**config.mk**
```make
export PLATFORM = sky130hd
export DESIGN_NAME = dot_product_collector_flat
export DESIGN_NICKNAME = d
export VERILOG_FILES = /design/src/rtl/dot_product_collector_pkg.sv /design/src/rtl/dot_product_collector_if.sv /design/src/rtl/dot_product_collector_result_fifo.sv /design/src/rtl/dot_product_collector.sv /design/src/flat_wrapper.sv
export SDC_FILE = /design/constraint.sdc
export NUM_CORES = 1
export LEC_CHECK = 0
export CORE_ASPECT_RATIO = 0.7
export CORE_UTILIZATION = 35
export DETAILED_ROUTE_END_ITERATION = 10
export PLACE_DENSITY = 0.49
export SLEW_MARGIN = 15
export SYNTH_ARGS = -nofsm -noshare
export SYNTH_HDL_FRONTEND = slang
export SYNTH_SLANG_ARGS = --single-unit
```
**constraint.sdc**
```tcl
create_clock -name Clock -period 8.1 [get_ports Clock]
set_input_delay 1.62 -clock Clock [delete_from_list [all_inputs] [get_ports Clock]]
set_output_delay 1.62 -clock Clock [all_outputs]
set_load 0.005 [all_outputs]
```
**src/rtl/dot_product_collector_pkg.sv**
```systemverilog
`default_nettype none
// +--------------------------------------------------------------------+
// | dot_product_collector_pkg : shared width helpers for the collector |
// | Rev 1.0                                                            |
// +--------------------------------------------------------------------+
package dot_product_collector_pkg;

    // Index fields keep at least one bit, even when a dimension is 1.
    function automatic int idx_width(input int n);
        return (n > 1) ? $clog2(n) : 1;
    endfunction

    // Packed FIFO entry layout: {data, row, col, last}.
    function automatic int entry_width(input int res_width, input int rows, input int cols);
        return res_width + idx_width(rows) + idx_width(cols) + 1;
    endfunction

endpackage
`default_nettype wire

```
**src/rtl/dot_product_collector_if.sv**
```systemverilog
`default_nettype none
// +--------------------------------------------------------------------+
// | dot_product_collector_if : engine-side capture and drain stream    |
// | Rev 1.0                                                            |
// +--------------------------------------------------------------------+
interface dot_product_collector_if
    import dot_product_collector_pkg::*;
#(
    parameter int RES_WIDTH = 67,
    parameter int ROWS      = 8,
    parameter int COLS      = 8,
    parameter int DEPTH     = 16
);
    localparam int RW   = idx_width(ROWS);
    localparam int CW   = idx_width(COLS);
    localparam int CNTW = $clog2(DEPTH) + 1;

    logic                 clear;
    logic                 readEn;
    logic [RES_WIDTH-1:0] DotProduct;
    logic                 out_valid;
    logic                 out_ready;
    logic [RES_WIDTH-1:0] out_data;
    logic [RW-1:0]        out_row;
    logic [CW-1:0]        out_col;
    logic                 out_last;
    logic                 full;
    logic                 overflow;
    logic [CNTW-1:0]      count;

    modport master (
        output clear, readEn, DotProduct, out_ready,
        input  out_valid, out_data, out_row, out_col, out_last, full, overflow, count
    );

    modport slave (
        input  clear, readEn, DotProduct, out_ready,
        output out_valid, out_data, out_row, out_col, out_last, full, overflow, count
    );
endinterface
`default_nettype wire

```
**src/rtl/dot_product_collector_result_fifo.sv**
```systemverilog
`default_nettype none
// +--------------------------------------------------------------------+
// | result_fifo : first-word fall-through FIFO with flush              |
// | Rev 1.0                                                            |
// +--------------------------------------------------------------------+
module result_fifo #(
    parameter int WIDTH = 8,
    parameter int DEPTH = 16
) (
    input  wire logic                     clk,
    input  wire logic                     rst_n,
    input  wire logic                     clear,
    input  wire logic                     push,
    input  wire logic                     pop,
    input  wire logic [WIDTH-1:0]         wr_data,
    output logic      [WIDTH-1:0]         rd_data,
    output logic      [$clog2(DEPTH):0]   count,
    output logic                          full,
    output logic                          empty
);
    localparam int AW = $clog2(DEPTH);
    localparam logic [AW:0] C_FULL_COUNT = (AW+1)'(DEPTH);

    logic [WIDTH-1:0] mem_q [DEPTH];
    logic [AW-1:0]    wr_ptr_q, wr_ptr_d;
    logic [AW-1:0]    rd_ptr_q, rd_ptr_d;
    logic [AW:0]      count_q, count_d;
    logic             w_pop_fire;
    logic             w_push_fire;

    assign empty = (count_q == '0);
    assign full  = (count_q == C_FULL_COUNT);
    assign count = count_q;

    // A full FIFO still accepts a push when the head leaves in the same cycle.
    assign w_pop_fire  = pop & ~empty & ~clear;
    assign w_push_fire = push & (~full | w_pop_fire) & ~clear;

    always_comb begin
        wr_ptr_d = wr_ptr_q;
        rd_ptr_d = rd_ptr_q;
        count_d  = count_q;
        if (clear) begin
            wr_ptr_d = '0;
            rd_ptr_d = '0;
            count_d  = '0;
        end else begin
            if (w_push_fire) wr_ptr_d = wr_ptr_q + 1'b1;
            if (w_pop_fire)  rd_ptr_d = rd_ptr_q + 1'b1;
            case ({w_push_fire, w_pop_fire})
                2'b10:   count_d = count_q + 1'b1;
                2'b01:   count_d = count_q - 1'b1;
                default: count_d = count_q;
            endcase
        end
    end

    always_ff @(posedge clk or negedge rst_n) begin
        if (!rst_n) begin
            wr_ptr_q <= '0;
            rd_ptr_q <= '0;
            count_q  <= '0;
        end else begin
            wr_ptr_q <= wr_ptr_d;
            rd_ptr_q <= rd_ptr_d;
            count_q  <= count_d;
        end
    end

    always_ff @(posedge clk) begin
        if (w_push_fire) mem_q[wr_ptr_q] <= wr_data;
    end

    assign rd_data = mem_q[rd_ptr_q];

endmodule
`default_nettype wire

```
**src/rtl/dot_product_collector.sv**
```systemverilog
`default_nettype none
// +--------------------------------------------------------------------+
// | dot_product_collector : tags engine results with (row,col), buffers|
// | them and drains them over a valid/ready stream.  Rev 1.0           |
// +--------------------------------------------------------------------+
module dot_product_collector
    import dot_product_collector_pkg::*;
#(
    parameter int RES_WIDTH = 67,
    parameter int ROWS      = 8,
    parameter int COLS      = 8,
    parameter int DEPTH     = 16
) (
    input  wire logic             Clock,
    input  wire logic             Reset_n,
    dot_product_collector_if.slave bus
);
    localparam int RW   = idx_width(ROWS);
    localparam int CW   = idx_width(COLS);
    localparam int EW   = entry_width(RES_WIDTH, ROWS, COLS);
    localparam int CNTW = $clog2(DEPTH) + 1;
    localparam logic [RW-1:0] C_ROW_MAX = RW'(ROWS - 1);
    localparam logic [CW-1:0] C_COL_MAX = CW'(COLS - 1);

    logic [RW-1:0]   row_q, row_d;
    logic [CW-1:0]   col_q, col_d;
    logic            overflow_q, overflow_d;
    logic            w_last;
    logic            w_pop;
    logic            w_empty;
    logic            w_full;
    logic [EW-1:0]   w_wr_entry;
    logic [EW-1:0]   w_head;
    logic [CNTW-1:0] w_count;

    assign w_last     = (row_q == C_ROW_MAX) && (col_q == C_COL_MAX);
    assign w_pop      = bus.out_ready & ~w_empty;
    assign w_wr_entry = {bus.DotProduct, row_q, col_q, w_last};

    // Indices advance on every readEn, dropped or not, so positions stay aligned.
    always_comb begin
        row_d      = row_q;
        col_d      = col_q;
        overflow_d = overflow_q;
        if (bus.clear) begin
            row_d      = '0;
            col_d      = '0;
            overflow_d = 1'b0;
        end else if (bus.readEn) begin
            if (col_q == C_COL_MAX) begin
                col_d = '0;
                row_d = (row_q == C_ROW_MAX) ? '0 : row_q + 1'b1;
            end else begin
                col_d = col_q + 1'b1;
            end
            if (w_full && !w_pop) overflow_d = 1'b1;
        end
    end

    always_ff @(posedge Clock or negedge Reset_n) begin
        if (!Reset_n) begin
            row_q      <= '0;
            col_q      <= '0;
            overflow_q <= 1'b0;
        end else begin
            row_q      <= row_d;
            col_q      <= col_d;
            overflow_q <= overflow_d;
        end
    end

    result_fifo #(
        .WIDTH (EW),
        .DEPTH (DEPTH)
    ) u_fifo (
        .clk     (Clock),
        .rst_n   (Reset_n),
        .clear   (bus.clear),
        .push    (bus.readEn),
        .pop     (bus.out_ready),
        .wr_data (w_wr_entry),
        .rd_data (w_head),
        .count   (w_count),
        .full    (w_full),
        .empty   (w_empty)
    );

    // Head fields are forced to zero while empty so outputs are clean out of reset.
    assign bus.out_valid = ~w_empty;
    assign bus.out_data  = w_empty ? '0 : w_head[EW-1 -: RES_WIDTH];
    assign bus.out_row   = w_empty ? '0 : w_head[RW+CW -: RW];
    assign bus.out_col   = w_empty ? '0 : w_head[CW -: CW];
    assign bus.out_last  = w_empty ? 1'b0 : w_head[0];
    assign bus.full      = w_full;
    assign bus.overflow  = overflow_q;
    assign bus.count     = w_count;

endmodule
`default_nettype wire
```
**src/flat_wrapper.sv**
```systemverilog
// flat-port wrapper written by rule: the top's interface ports become plain ports
module dot_product_collector_flat import dot_product_collector_pkg::*;
#(
    parameter int RES_WIDTH = 67,
    parameter int ROWS      = 8,
    parameter int COLS      = 8,
    parameter int DEPTH     = 16
)
  (Clock, Reset_n, bus_clear, bus_readEn, bus_DotProduct, bus_out_ready, bus_out_valid, bus_out_data, bus_out_row, bus_out_col, bus_out_last, bus_full, bus_overflow, bus_count);
  dot_product_collector_if #(.RES_WIDTH(RES_WIDTH), .ROWS(ROWS), .COLS(COLS), .DEPTH(DEPTH)) bus_i ();
  input  wire logic Clock;
  input  wire logic Reset_n;
  input wire logic [$bits(bus_i.clear)-1:0] bus_clear;
  input wire logic [$bits(bus_i.readEn)-1:0] bus_readEn;
  input wire logic [$bits(bus_i.DotProduct)-1:0] bus_DotProduct;
  input wire logic [$bits(bus_i.out_ready)-1:0] bus_out_ready;
  output wire logic [$bits(bus_i.out_valid)-1:0] bus_out_valid;
  output wire logic [$bits(bus_i.out_data)-1:0] bus_out_data;
  output wire logic [$bits(bus_i.out_row)-1:0] bus_out_row;
  output wire logic [$bits(bus_i.out_col)-1:0] bus_out_col;
  output wire logic [$bits(bus_i.out_last)-1:0] bus_out_last;
  output wire logic [$bits(bus_i.full)-1:0] bus_full;
  output wire logic [$bits(bus_i.overflow)-1:0] bus_overflow;
  output wire logic [$bits(bus_i.count)-1:0] bus_count;
  assign bus_i.clear = bus_clear;
  assign bus_i.readEn = bus_readEn;
  assign bus_i.DotProduct = bus_DotProduct;
  assign bus_i.out_ready = bus_out_ready;
  assign bus_out_valid = bus_i.out_valid;
  assign bus_out_data = bus_i.out_data;
  assign bus_out_row = bus_i.out_row;
  assign bus_out_col = bus_i.out_col;
  assign bus_out_last = bus_i.out_last;
  assign bus_full = bus_i.full;
  assign bus_overflow = bus_i.overflow;
  assign bus_count = bus_i.count;
  dot_product_collector #(.RES_WIDTH(RES_WIDTH), .ROWS(ROWS), .COLS(COLS), .DEPTH(DEPTH)) u_core (.Clock(Clock), .Reset_n(Reset_n), .bus(bus_i));
endmodule
```
* Word level (Yosys, flattened, before mapping)
Memory sizes are Yosys's and may differ from the RTL's. Cells that the tools add are included.
Cells by class: $add $sub $neg 6, eq/ne operators 5, mux-type cells 22, bitwise operators 8, reduce and logical (&&, ||, !) cells 12
Operators by type and width (count):
- 67-bit 2-to-1 mux | 1
- 3-bit 2-to-1 mux | 9
- 4-bit 2-to-1 mux | 4
- 5-bit one-hot mux with 2 select lines | 1
- 2-bit nonzero test | 5
- 4-bit by 1-bit adder with 4-bit output (second input constant) | 2
- 3-bit by 1-bit adder with 3-bit output (second input constant) | 2
- 3-bit == test (second input constant) | 2
- 1-bit 2-to-1 mux | 6
- 5-bit by 1-bit adder with 5-bit output (second input constant) | 1
- 5-bit == test (second input constant) | 1
- 5-bit logical NOT | 1
- 5-bit 2-to-1 mux | 1
- 5-bit by 1-bit subtractor with 5-bit output (second input constant) | 1
- 1-bit AND | 4
- 2-bit AND reduction | 2
- 1-bit NOT | 3
- 3-bit nonzero test | 1
- 2-bit by 1-bit == test with 1-bit output (second input constant) | 1
- 2-bit == test (second input constant) | 1
- 1-bit logical AND | 2
- 1-bit logical NOT | 1
- 1-bit bitwise OR | 1
Word-level totals: register bits 20, RAM bits 1184, input port bits 72, output and inout port bits 82, logic and storage cells 60, memories 1
Memories:
- u_core.u_fifo.mem_q | depth 16, width 74, rd ports 1, clocked after Yosys merged registers in 0, wr ports 1, RTL line dot_product_collector_result_fifo.sv:24 | logic [WIDTH-1:0] mem_q [DEPTH];

* Logic depth before layout (Yosys ltp)
depth in word-level cells 10, gate-level depth with buffers 10, depth with buffers taken out 9

* Cells and area by module
From an unflattened synthesis, not the netlist that was laid out.
Unflattened totals: cell total of the unflattened synthesis 2357, area total of the unflattened synthesis 46794.9 µm²
Modules (own cells, without submodules):
- result_fifo | times used 1, cells an instance 2241, area each 45902.8 µm², sequential area each 35879.4 µm²
- dot_product_collector | times used 1, cells an instance 116, area each 892.1 µm², sequential area each 175.2 µm²

* Least setup slack after synthesis
OpenSTA, ideal clock, no wires.
kind input-to-reg, start point input bus_readEn, end point memory u_core.u_fifo.mem_q[0][0] in the netlist's numbering, enable pin, setup time 597 ps, data arrival time 7424 ps, data required time 7503 ps, setup slack 78 ps, cell stages on the path 4, path buffers 1, cell sequence buf_6 -> inv_1 -> or4b_1 -> nor3_1
On the way: cells in the longest elaborated chain, start to end 4
RTL lines:
- start: declaration | RTL line flat_wrapper.sv:14 | input wire logic [$bits(bus_i.readEn)-1:0] bus_readEn;
- 1-bit AND (2 in a row) | RTL line dot_product_collector_result_fifo.sv:37 | assign w_push_fire = push & (~full | w_pop_fire) & ~clear;
- 1-bit 2-to-1 mux | RTL line dot_product_collector_result_fifo.sv:71 | if (w_push_fire) mem_q[wr_ptr_q] <= wr_data;
- 1-bit 2-to-1 mux (implied by the code) | RTL line dot_product_collector_result_fifo.sv:71
- end: declaration | RTL line dot_product_collector_result_fifo.sv:24
Every way passes these cells.

* Worst setup path in the final report
start point register u_core.u_fifo.rd_ptr_q[0], end point output bus_out_data[39]
On the way: cells in the longest elaborated chain, start to end 2
RTL lines:
- start: declaration | RTL line dot_product_collector_result_fifo.sv:26 | logic [AW-1:0] rd_ptr_q, rd_ptr_d;
- start signal: assignment | RTL line dot_product_collector_result_fifo.sv:65 | rd_ptr_q <= rd_ptr_d;
- memory read 16 x 74 bit
- 67-bit 2-to-1 mux | RTL line dot_product_collector.sv:90 | assign bus.out_data = w_empty ? '0 : w_head[EW-1 -: RES_WIDTH];
- end: declaration | RTL line flat_wrapper.sv:18 | output wire logic [$bits(bus_i.out_data)-1:0] bus_out_data;
Every way passes these cells.

==> results.cfg <==
[sta]
tightest_slew_ns = 1.14
drv_slew = 0
min_period_ns = 5.77
timing.fmax_mhz = 173
timing.final.hold_violations = 0
maxSlewHeadroom_pct = 24.3
rsz0062_at_grt = false
period_share_pct = 71.2
tns_ns = 0
setup_viol = 0
fin_skew_ns = 0.0331

[logic_synthesis]
syn_nets = 2038
async_flop_share_pct = 1.66
seq_area_frac_synth_pct = 78.3
syn_area_per_cell_sq_um = 23.6
yosysUniqueCellTypes = 47
synth_top_flop_cell = edfxtp_1
syn_area_sq_mm = 0.0461
synth-edff-count = 1184
ys_ff_latch = 1204
netlist_instances = 1955
ys_warn_count = 0

[floorplan]
fp.dieW_um = 436
io_pins = 154
die_h_um = 306
rows = 110
core_sq_mm = 0.130
dieArea_sq_mm = 0.133
initial_core_util_pct = 35.6

[grt]
grt_first_pass_wirelength_um = 155000
grt_max_degree = 98
grt_usage_pct = 16.2
grt_pass1_vias = 22100
gr-total-overflow = 0
antenna_found_initial = 7

[min_path]
min_path_type = register to register

[status]
status = completed

[drt]
drtIter0Drc = 1645
route.detailed.drc = 0
first_pass_iters = 7
drt-wirelength-per-cell_um = 26.9
wl_met2_um = 52100
wl_met1_um = 48700
viasPerCell = 5.19
top_layer_used = met5
drt_wl_total_um = 108000
ant_nets = 0
vias = 20700
wl_met3_um = 4800

[power]
power.density_mw_per_mm2 = 293
power_leakage_uw = 0.0160
total_power_uw = 15700
ir_worst_vdd_uv = 247

[clocking]
clk_latency_ns = 0.74
clkTransAtPathRegs_ns = 0.06
cts_buffer_depth = 3
ctsResizeCount = 0
root_buffer = clkbuf_16
cts_htree_levels = 3
cts_tree = built
clock_sinks = 1204
cts_setup_buffers = 0
hold_buffers = 0
cts_buffers = 114

[place]
place.gp.congestion = 0.714
io_buffers = 153
hpwl_um = 55400

[layout]
layout_common_cells = edfxtp_1 (1,184), mux4_2 (296), clkdlybuf4s50_1 (153)
drive_above_1_share_pct = 23.7
area_growth_pct = 16.0
final_net_count = 2248
layout_commonest_cell = edfxtp_1
fillerInstances = 11200

[critical_path]
worstPathCellList = buf_4, mux4_2, mux2i_1, o22ai_1, clkdlybuf4s50_1
required_ns = 6.48
cpMaxStageDelayCell = buf_4
cpLargestDelayFamily = buffers and inverters
worstSetupPathType = register to primary output
arrival_ns = 4.15
end_kind = primary output
critPathLaunchType = register
cp_slowest_stage_delay_ns = 0.88
path_max_fanout = 50
crit_buf_inv = 2

[job]
maxCapViolations = 0
-- synthesized netlist by cell type (all sizes together), types with 3 or more instances --
cell type	count	area, sq um
a22oi	3	27.5
nand3	6	35.0
mux4	296	6670
nor3	8	40.0
ha	11	138
a21oi	10	50.1
mux2i	150	1500
nand2	16	62.6
dfrtp	20	500
xor2	4	35.0
nor2	26	97.6
nand2b	6	37.5
clkbuf	28	106
edfxtp	1184	35600
o22ai	74	463
inv	4	15.0
buf	80	439
xnor2	4	35.0
-- power by group --
group	total, uW	leakage (uW)	internal, uW	switching, uW
clock	5250	0.00176	2930	2320
sequential	7050	0.0111	6930	120
combinational	3390	0.00314	1760	1630
-- state kept, by name, summed over array words and instances (netlist names) --
signal / count
u_core.row_q: 3
u_core.u_fifo.wr_ptr_q: 4
u_core.u_fifo.count: 5
u_core.u_fifo.rd_ptr_q: 4
u_core.u_fifo.mem_q: 1184
u_core.bus.overflow: 1
u_core.col_q: 3
-- worst reg2reg max path, delay by kind of cell (launching register included) --
family | cells | cell delay (ns)
flops | 1 | 0.56
buf+inv | 2 | 1.42
simple gates | 5 | 1.10
-- per-stage QoR --
stage / setup slack (ns) / util [%] / instance area, sq um / std cells / hold WS, ns
floorplan: 0.0783 / - / 46100 / 1955 / 0.486
global placement: 2.59 / 38.4 / 49800 / 3784 / 0.595
detailed placement: 2.54 / 38.4 / 49800 / 3784 / 0.599
CTS: 2.07 / 41.3 / 53400 / 3995 / 0.619
global route: 1.91 / 41.3 / 53500 / 3996 / 0.649
finish: 2.33 / 41.3 / 53500 / 3997 / 0.614
-- cells by family (layout without fill, tap and decap cells) --
| logic type | count (synthesis) | after routing | share of synthesized area, % |
|---|---|---|---|
| xor+xnor | 8 | 8 | 0.152 |
| fa+ha+maj | 11 | 11 | 0.299 |
| mux | 447 | 447 | 17.8 |
| flops | 1204 | 1204 | 78.3 |
| simple gates | 76 | 76 | 0.861 |
| other cells | 0 | 1 | 0 |
| compound gates | 97 | 97 | 1.43 |
| buf+inv | 112 | 417 | 1.22 |
-- final timing paths --
check                                          start                     endpoint  slack (ns)  cells after the start
max                        u_core.u_fifo.rd_ptr_q[0]             bus_out_data[39]        2.33                      5
min                              u_core.bus.overflow          u_core.bus.overflow        0.61                      2
max reg2reg                   u_core.u_fifo.count[2]  u_core.u_fifo.mem_q[15][41]        4.51                      7
min reg2reg                      u_core.bus.overflow          u_core.bus.overflow        0.61                      2
max in group asynchronous                    Reset_n    u_core.u_fifo.rd_ptr_q[2]        5.94                      1
min in group asynchronous                    Reset_n       u_core.u_fifo.count[0]        1.43                      1
-- routing by layer --
layer	vias up	track usage, %
li1	8781	-
met1	11300	22.9
met2	476	26.2
met3	147	2.95
met4	2	3.38
met5	-	0
-- layout make-up --
class / instances / area [sq um] / area share [%]
Timing Repair Buffer: 202 / 1980 / 3.71
Multi-Input combinational cell: 639 / 9570 / 17.9
Antenna cell: 1 / 2.50 / 0.00468
Tap cell: 1736 / 2170 / 4.06
Inverter: 4 / 15.0 / 0.0281
Clock buffer: 139 / 2970 / 5.55
Clock inverter: 72 / 677 / 1.27
Sequential cell: 1204 / 36100 / 67.5
Note: power is estimated with default switching activity, not from simulation.
